## src/rtl/vdp_sprite_display_ex_if.sv

```systemverilog
// rtl/vdp_sprite_display_ex_if.sv - sprite line-buffer display port bundle
//
// Purpose: carries the display-side read/clear port of the sprite line buffer.
//   Every addressed word holds two pixels (even/odd halves); each half is
//   {valid, cc, colour[COLOR_W-1:0]}.
// Signals:
//   line_buffer_display_adr  word address driven by the display stage
//   line_buffer_display_we   one-clock clear strobe
//   line_buffer_display_d    write data (always zero, clears the word)
//   line_buffer_xeven_q      even-pixel half of the addressed word, 1 clk latency
//   line_buffer_xodd_q       odd-pixel half of the addressed word, 1 clk latency
// Modports: master = display stage, slave = line buffer RAM.
interface vdp_sprite_display_ex_if #(
  parameter int COLOR_W = 4,
  parameter int ADR_W   = 7
);
  logic [ADR_W-1:0]   line_buffer_display_adr;
  logic               line_buffer_display_we;
  logic [COLOR_W+1:0] line_buffer_display_d;
  logic [COLOR_W+1:0] line_buffer_xeven_q;
  logic [COLOR_W+1:0] line_buffer_xodd_q;

  modport master (
    output line_buffer_display_adr,
    output line_buffer_display_we,
    output line_buffer_display_d,
    input  line_buffer_xeven_q,
    input  line_buffer_xodd_q
  );

  modport slave (
    input  line_buffer_display_adr,
    input  line_buffer_display_we,
    input  line_buffer_display_d,
    output line_buffer_xeven_q,
    output line_buffer_xodd_q
  );
endinterface

```

## src/rtl/vdp_sprite_display_ex.sv

```systemverilog
// rtl/vdp_sprite_display_ex.sv - sprite line-buffer display stage
//
// Purpose: once per dot, reads the sprite line buffer at the pixel for the
//   current screen X (fine scroll, optional x2 magnify), drives the sprite
//   colour to the mixer and clears each word once both of its pixels have
//   been consumed, so the buffer is empty for the next rendered line.
// Ports:
//   clk21m, reset_n          clock, asynchronous active-low reset
//   dot_state                dot phase 00 -> 01 -> 11 -> 10
//   dot_counter_x            screen X of the current dot
//   reg_h_scroll             fine horizontal scroll (latched per line)
//   reg_sp_mag_x             x2 horizontal magnify (latched per line)
//   reg_sp_disable           suppress sprite visibility (clearing continues)
//   reg_erase_en             enable write-back clearing
//   lb                       line-buffer port (master side)
//   sp_color_out             sprite pixel present at this dot
//   sp_color_code            sprite colour
//   sp_cc_flag               colour-combine flag
//   sp_display_en            dot lies inside the active window
module vdp_sprite_display_ex #(
  parameter int COLOR_W  = 4,
  parameter int ADR_W    = 7,
  parameter int H_ACTIVE = 256,
  parameter int SCROLL_W = 3,
  parameter int LINE_END = 341
) (
  input  logic                     clk21m,
  input  logic                     reset_n,
  input  logic [1:0]               dot_state,
  input  logic [8:0]               dot_counter_x,
  input  logic [SCROLL_W-1:0]      reg_h_scroll,
  input  logic                     reg_sp_mag_x,
  input  logic                     reg_sp_disable,
  input  logic                     reg_erase_en,
  vdp_sprite_display_ex_if.master  lb,
  output logic                     sp_color_out,
  output logic [COLOR_W-1:0]       sp_color_code,
  output logic                     sp_cc_flag,
  output logic                     sp_display_en
);

  localparam int PIX_W = ADR_W + 1;  // pixel index width
  localparam int DIF_W = PIX_W + 1;  // one extra bit so magnify can shift it away

  localparam logic [1:0] PH_FETCH = 2'b00;
  localparam logic [1:0] PH_READ  = 2'b01;
  localparam logic [1:0] PH_SHOW  = 2'b11;
  localparam logic [1:0] PH_ERASE = 2'b10;

  localparam logic [9:0] H_ACT_X = 10'(H_ACTIVE);
  localparam logic [9:0] LAST_X  = 10'(LINE_END);
  localparam logic [8:0] WRAP_X  = 9'h1FF;

  // Per-line latched scroll/magnify
  logic [SCROLL_W-1:0] scroll_q;
  logic                mag_q;

  // Per-dot fetch context
  logic [ADR_W-1:0]    adr_q;
  logic                sel_q;
  logic                active_q;
  logic                last_q;
  logic                we_q;

  // Registered mixer outputs
  logic                color_out_q;
  logic [COLOR_W-1:0]  color_code_q;
  logic                cc_flag_q;
  logic                display_en_q;

  // Pixel index arithmetic
  logic [DIF_W+8:0]        x_wide;
  logic [DIF_W+SCROLL_W-1:0] scroll_wide;
  logic [DIF_W-1:0]        x_ext;
  logic [DIF_W-1:0]        scroll_ext;
  logic [DIF_W-1:0]        diff;
  logic [PIX_W-1:0]        pix;
  logic                    active_c;
  logic                    last_c;
  logic [COLOR_W+1:0]      entry;

  always_comb begin
    x_wide      = {{DIF_W{1'b0}}, dot_counter_x};
    scroll_wide = {{DIF_W{1'b0}}, scroll_q};
    x_ext       = x_wide[DIF_W-1:0];
    scroll_ext  = scroll_wide[DIF_W-1:0];
    // Modular subtraction: a scroll larger than X lands at the top of the buffer.
    diff        = x_ext - scroll_ext;
    pix         = mag_q ? diff[DIF_W-1:1] : diff[PIX_W-1:0];
    // The wrap dot 1FF and the blanking dots fall out of this compare.
    active_c    = ({1'b0, dot_counter_x} < H_ACT_X) && ({1'b0, dot_counter_x} <= LAST_X);
    // A word is finished after its odd pixel; in magnify mode only on the
    // second of the two dots that show that odd pixel.
    last_c      = pix[0] & (~mag_q | diff[0]);
  end

  always_comb begin
    entry = sel_q ? lb.line_buffer_xodd_q : lb.line_buffer_xeven_q;
  end

  always_ff @(posedge clk21m or negedge reset_n) begin
    if (!reset_n) begin
      scroll_q     <= '0;
      mag_q        <= 1'b0;
      adr_q        <= '0;
      sel_q        <= 1'b0;
      active_q     <= 1'b0;
      last_q       <= 1'b0;
      we_q         <= 1'b0;
      color_out_q  <= 1'b0;
      color_code_q <= '0;
      cc_flag_q    <= 1'b0;
      display_en_q <= 1'b0;
    end else begin
      // The clear strobe lives for the single ERASE clock only.
      we_q <= 1'b0;
      case (dot_state)
        PH_FETCH: begin
          adr_q    <= pix[PIX_W-1:1];
          sel_q    <= pix[0];
          active_q <= active_c;
          last_q   <= last_c;
          if (dot_counter_x == WRAP_X) begin
            scroll_q <= reg_h_scroll;
            mag_q    <= reg_sp_mag_x;
          end
        end
        PH_READ: begin
          // Line buffer is producing q for adr_q during this clock.
        end
        PH_SHOW: begin
          if (active_q) begin
            color_code_q <= entry[COLOR_W-1:0];
            cc_flag_q    <= entry[COLOR_W];
            color_out_q  <= entry[COLOR_W+1] & ~reg_sp_disable;
            display_en_q <= 1'b1;
          end else begin
            color_code_q <= '0;
            cc_flag_q    <= 1'b0;
            color_out_q  <= 1'b0;
            display_en_q <= 1'b0;
          end
          // Registered here so the strobe covers exactly the following ERASE clock.
          we_q <= active_q & reg_erase_en & last_q;
        end
        PH_ERASE: begin
        end
        default: begin
        end
      endcase
    end
  end

  assign lb.line_buffer_display_adr = adr_q;
  assign lb.line_buffer_display_we  = we_q;
  assign lb.line_buffer_display_d   = '0;

  assign sp_color_out  = color_out_q;
  assign sp_color_code = color_code_q;
  assign sp_cc_flag    = cc_flag_q;
  assign sp_display_en = display_en_q;

endmodule
```

## src/flat_wrapper.sv

```systemverilog
// flat-port wrapper written by rule: the top's interface ports become plain ports
module vdp_sprite_display_ex_flat 
#(
  parameter int COLOR_W  = 4,
  parameter int ADR_W    = 7,
  parameter int H_ACTIVE = 256,
  parameter int SCROLL_W = 3,
  parameter int LINE_END = 341
)
  (clk21m, reset_n, dot_state, dot_counter_x, reg_h_scroll, reg_sp_mag_x, reg_sp_disable, reg_erase_en, sp_color_out, sp_color_code, sp_cc_flag, sp_display_en, lb_line_buffer_display_adr, lb_line_buffer_display_we, lb_line_buffer_display_d, lb_line_buffer_xeven_q, lb_line_buffer_xodd_q);
  vdp_sprite_display_ex_if #(.COLOR_W(COLOR_W), .ADR_W(ADR_W)) lb_i ();
  input  logic clk21m;
  input  logic reset_n;
  input  logic [1:0] dot_state;
  input  logic [8:0] dot_counter_x;
  input  logic [SCROLL_W-1:0] reg_h_scroll;
  input  logic reg_sp_mag_x;
  input  logic reg_sp_disable;
  input  logic reg_erase_en;
  output logic sp_color_out;
  output logic [COLOR_W-1:0] sp_color_code;
  output logic sp_cc_flag;
  output logic sp_display_en;
  output wire logic [$bits(lb_i.line_buffer_display_adr)-1:0] lb_line_buffer_display_adr;
  output wire logic [$bits(lb_i.line_buffer_display_we)-1:0] lb_line_buffer_display_we;
  output wire logic [$bits(lb_i.line_buffer_display_d)-1:0] lb_line_buffer_display_d;
  input wire logic [$bits(lb_i.line_buffer_xeven_q)-1:0] lb_line_buffer_xeven_q;
  input wire logic [$bits(lb_i.line_buffer_xodd_q)-1:0] lb_line_buffer_xodd_q;
  assign lb_line_buffer_display_adr = lb_i.line_buffer_display_adr;
  assign lb_line_buffer_display_we = lb_i.line_buffer_display_we;
  assign lb_line_buffer_display_d = lb_i.line_buffer_display_d;
  assign lb_i.line_buffer_xeven_q = lb_line_buffer_xeven_q;
  assign lb_i.line_buffer_xodd_q = lb_line_buffer_xodd_q;
  vdp_sprite_display_ex #(.COLOR_W(COLOR_W), .ADR_W(ADR_W), .H_ACTIVE(H_ACTIVE), .SCROLL_W(SCROLL_W), .LINE_END(LINE_END)) u_core (.clk21m(clk21m), .reset_n(reset_n), .dot_state(dot_state), .dot_counter_x(dot_counter_x), .reg_h_scroll(reg_h_scroll), .reg_sp_mag_x(reg_sp_mag_x), .reg_sp_disable(reg_sp_disable), .reg_erase_en(reg_erase_en), .lb(lb_i), .sp_color_out(sp_color_out), .sp_color_code(sp_color_code), .sp_cc_flag(sp_cc_flag), .sp_display_en(sp_display_en));
endmodule
```

## config.mk

```make
export PLATFORM = sky130hd
export DESIGN_NAME = vdp_sprite_display_ex_flat
export DESIGN_NICKNAME = d
export VERILOG_FILES = /design/src/rtl/vdp_sprite_display_ex_if.sv /design/src/rtl/vdp_sprite_display_ex.sv /design/src/flat_wrapper.sv
export SDC_FILE = /design/constraint.sdc
export NUM_CORES = 1
export LEC_CHECK = 0
export CAP_MARGIN = 30
export CORE_UTILIZATION = 42
export CTS_CLUSTER_DIAMETER = 60
export DETAILED_ROUTE_END_ITERATION = 8
export MAX_ROUTING_LAYER = met4
export PLACE_DENSITY = 0.78
export RECOVER_POWER = 100
export SLEW_MARGIN = 20
export SYNTH_ARGS = -nofsm -noshare
export SYNTH_HDL_FRONTEND = slang
export SYNTH_SLANG_ARGS = --single-unit
export TNS_END_PERCENT = 50
```

## constraint.sdc

```tcl
create_clock -name clk21m -period 2.1 [get_ports clk21m]
set_input_delay 0.63 -clock clk21m [delete_from_list [all_inputs] [get_ports clk21m]]
set_output_delay 0.63 -clock clk21m [all_outputs]
set_load 0.05 [all_outputs]
```

==> flow_metrics.tcl <==
set metrics [dict create \
    status "finished, violations left" \
    violations "DRC" \
    synth_edf_count 0 \
    port_buffers 45 \
    worst-path-max-fanout 3 \
    max_freq_mhz 502 \
    first_global_vias 1201 \
    cap_viol_max_count 0 \
    path_buf_inv 2 \
    fill_cells 264 \
    power_density_nw_per_um2 618 \
    p_comb_share_pct 37.4 \
    hold_path_class "flip-flop to flip-flop" \
    power_frac_seq_pct 45.3 \
    period_needed_ns 1.99 \
    drive_above_1_share_pct 15.4 \
    fp.dieArea_um2 3260 \
    synthArstFlopShare_pct 100 \
    final_cell_mix "26 x clkdlybuf4s50_1, 22 x dfrtp_1, 20 x nand2_1" \
    worstHoldStart "u_core.last_q" \
    r2r-start "u_core.scroll_q[0]" \
    place_hpwl_mm 2.52 \
    rsz0062_at_grt "no" \
    synthDominantCellAreaShare_pct 43.2 \
    wire_per_inst_um 13.7 \
    startpoint_type "input port" \
    p_leak_nw 0.803 \
    area_delta_synth_final_pct 40.9 \
    start_util_pct 45.4 \
    drt_iter0_drc 53 \
    postSynthCellCount 134 \
    hold_viol 0 \
    clockBufferDepth 2 \
    worst_pin_slew_ns 1.22 \
    root_buffer "clkbuf_4" \
    clock-sinks 22 \
    final_common_cell "clkdlybuf4s50_1" \
    drt_pre_antenna_iters 6 \
    diodes 0 \
    ios 52 \
    critical_path_arrival_ns 2.19 \
    finClkSkew_ns 0.00648 \
    grt_max_degree 23 \
    cpMaxStageDelayCell "clkdlybuf4s50_1" \
    ys_ff_latch 22 \
    antenna_left 0 \
    finalNetCount 232 \
    drc 19 \
    slew_violations 0 \
    clkLatencyLatePin_ns 0.31 \
    p_clk_share_pct 17.3 \
    synthFlopType "dfrtp_1" \
    critPathLaunch "dot_counter_x[2]" \
    p_int_uw 680 \
    antenna_found_initial 0 \
    switchingPower_uw 429 \
    cp_top_family "buffers and inverters" \
    cts_max_level 1 \
    path_cells "clkdlybuf4s50_1 > ha_4 > a211oi_4 > clkbuf_4 > xor2_1 > a22oi_1 > o21ai_0" \
    total_power_mw 1.11 \
    cts_tree "built" \
    grt-ovfl-total 0 \
    end_kind "flip-flop" \
    criticalPathCategory "input port to flip-flop" \
    yosysSeqAreaShare_pct 43.2 \
    gp_congestion 0.930 \
    grt_pass1_wl_mm 5.35 \
    vias 1205 \
    synth_area_um2 1270 \
    track_usage_pct 21.8 \
    vias_per_cell 5.33 \
    hold-worst-slack_ns 0.490 \
    synth_cell_types 39 \
    swShare_pct 38.7 \
    finalSetupViolations 0 \
    rows 19 \
    die_w_um 57.1 \
    coreArea_um2 2810 \
    slew_headroom_pct 18.6 \
    critPathMaxStageDelay_ns 0.54 \
    yosysWarnings 0 \
    yosys-top-cells-area "dfrtp_1 43%, nand2_1 6.2%, o21ai_0 5.9%" \
    yosys.area.top_type "dfrtp_1" \
    peakVddDrop_uv 244 \
    avgSynthCellArea_um2 9.51 \
    fp.dieH_um 57.1 \
    numCtsBuffers 3 \
    required_ns 2.30 \
    period_share_pct 94.9 \
    path_clk_slew_ns 0.12 \
    routed_wl_mm 3.10 \
]
## flip-flops by register name, indices dropped and copies added, names as in the netlist
register and count:
u_core.sp_color_out 1, u_core.mag_q 1, u_core.lb.line_buffer_display_adr 7, u_core.active_q 1, u_core.scroll_q 3, u_core.sp_cc_flag 1
u_core.sel_q 1, u_core.lb.line_buffer_display_we 1, u_core.sp_color_code 4, u_core.sp_display_en 1, u_core.last_q 1
## cell usage after synthesis (2+ instances only)
| library cell | n |
|---|---|
| a22oi_1 | 4 |
| o21ai_0 | 15 |
| o31ai_1 | 2 |
| o21ai_1 | 2 |
| xor2_1 | 3 |
| buf_4 | 6 |
| xnor2_1 | 5 |
| ha_1 | 3 |
| mux2i_1 | 6 |
| nor2_1 | 9 |
| inv_1 | 5 |
| nand3_1 | 4 |
| nand2_1 | 21 |
| dfrtp_1 | 22 |
| buf_2 | 2 |
| nor3_1 | 2 |
## worst min-delay path, delay by kind of cell, from the launching register on
kind	cells	cell delay [ns]
AO/OA/AOI/OAI	1	0.05
flip-flops	1	0.36
AND/OR/NAND/NOR	1	0.05
## routing by layer
layer  global-route usage, %  up-vias  routed length, µm
li1                        -      576                  -
met1                    25.6      579               1300
met2                    39.7       47               1530
met3                    3.40        3                245
met4                    4.18        0                 25
met5                       -        -                  0
## kinds of logic after synthesis
logic type	synth area share (%)
mux	5.60
buf+inv	7.27
other cells	0.294
simple gates	17.2
xor+xnor	5.50
flops	43.2
compound gates	16.4
fa+ha+maj	4.52
## cell type report
type	instances	area [µm²]	area share [%]
Timing Repair Buffer	63	480	26.8
Sequential cell	22	551	30.7
Tap cell	31	38.8	2.16
Clock buffer	3	22.5	1.26
Multi-Input combinational cell	101	679	37.9
Inverter	6	22.5	1.26
## final timing paths
check | end | slack [ns] | cells after the start
worst max-delay path | u_core.lb.line_buffer_display_adr[2] | 0.11 | 7
worst min register to register | u_core.last_q | 0.49 | 2
min in group asynchronous | u_core.sp_color_code[3] | 1.08 | 2
worst max register to register | u_core.lb.line_buffer_display_adr[0] | 0.23 | 10
worst min-delay path | u_core.last_q | 0.49 | 2
max in group asynchronous | u_core.mag_q | 0.29 | 2
## per-stage QoR
stage	util [%]	setup slack, ns	setup TNS [ns]	area (µm²)	std cells
global route	64.0	0.0278	0	1790	226
detailed placement	64.1	-0.551	-3.44	1800	220
CTS	66.0	0.00179	0	1850	226
floorplan	-	0.0484	0	1290	139
finish	64.0	0.106	0	1790	226
global placement	64.1	-0.457	-3.00	1800	220
## power groups by stage
stage	sequential, mW	combinational, mW	clock (mW)
global route	0.511	0.445	0.215
finish	0.502	0.415	0.192
CTS	0.504	0.445	0.195
detailed placement	0.512	0.443	0
floorplan	0.633	0.149	0
global placement	0.509	0.436	0
## timing repair
action                     4_1_cts  5_1_grt
hold endpoints to repair         0        0
resized for setup                9        8
pin swaps                        5        3
buffers inserted                 3        0
setup endpoints to repair        8        9
hold buffers                     0        0
No activity file was read; power rests on OpenSTA's default activity.
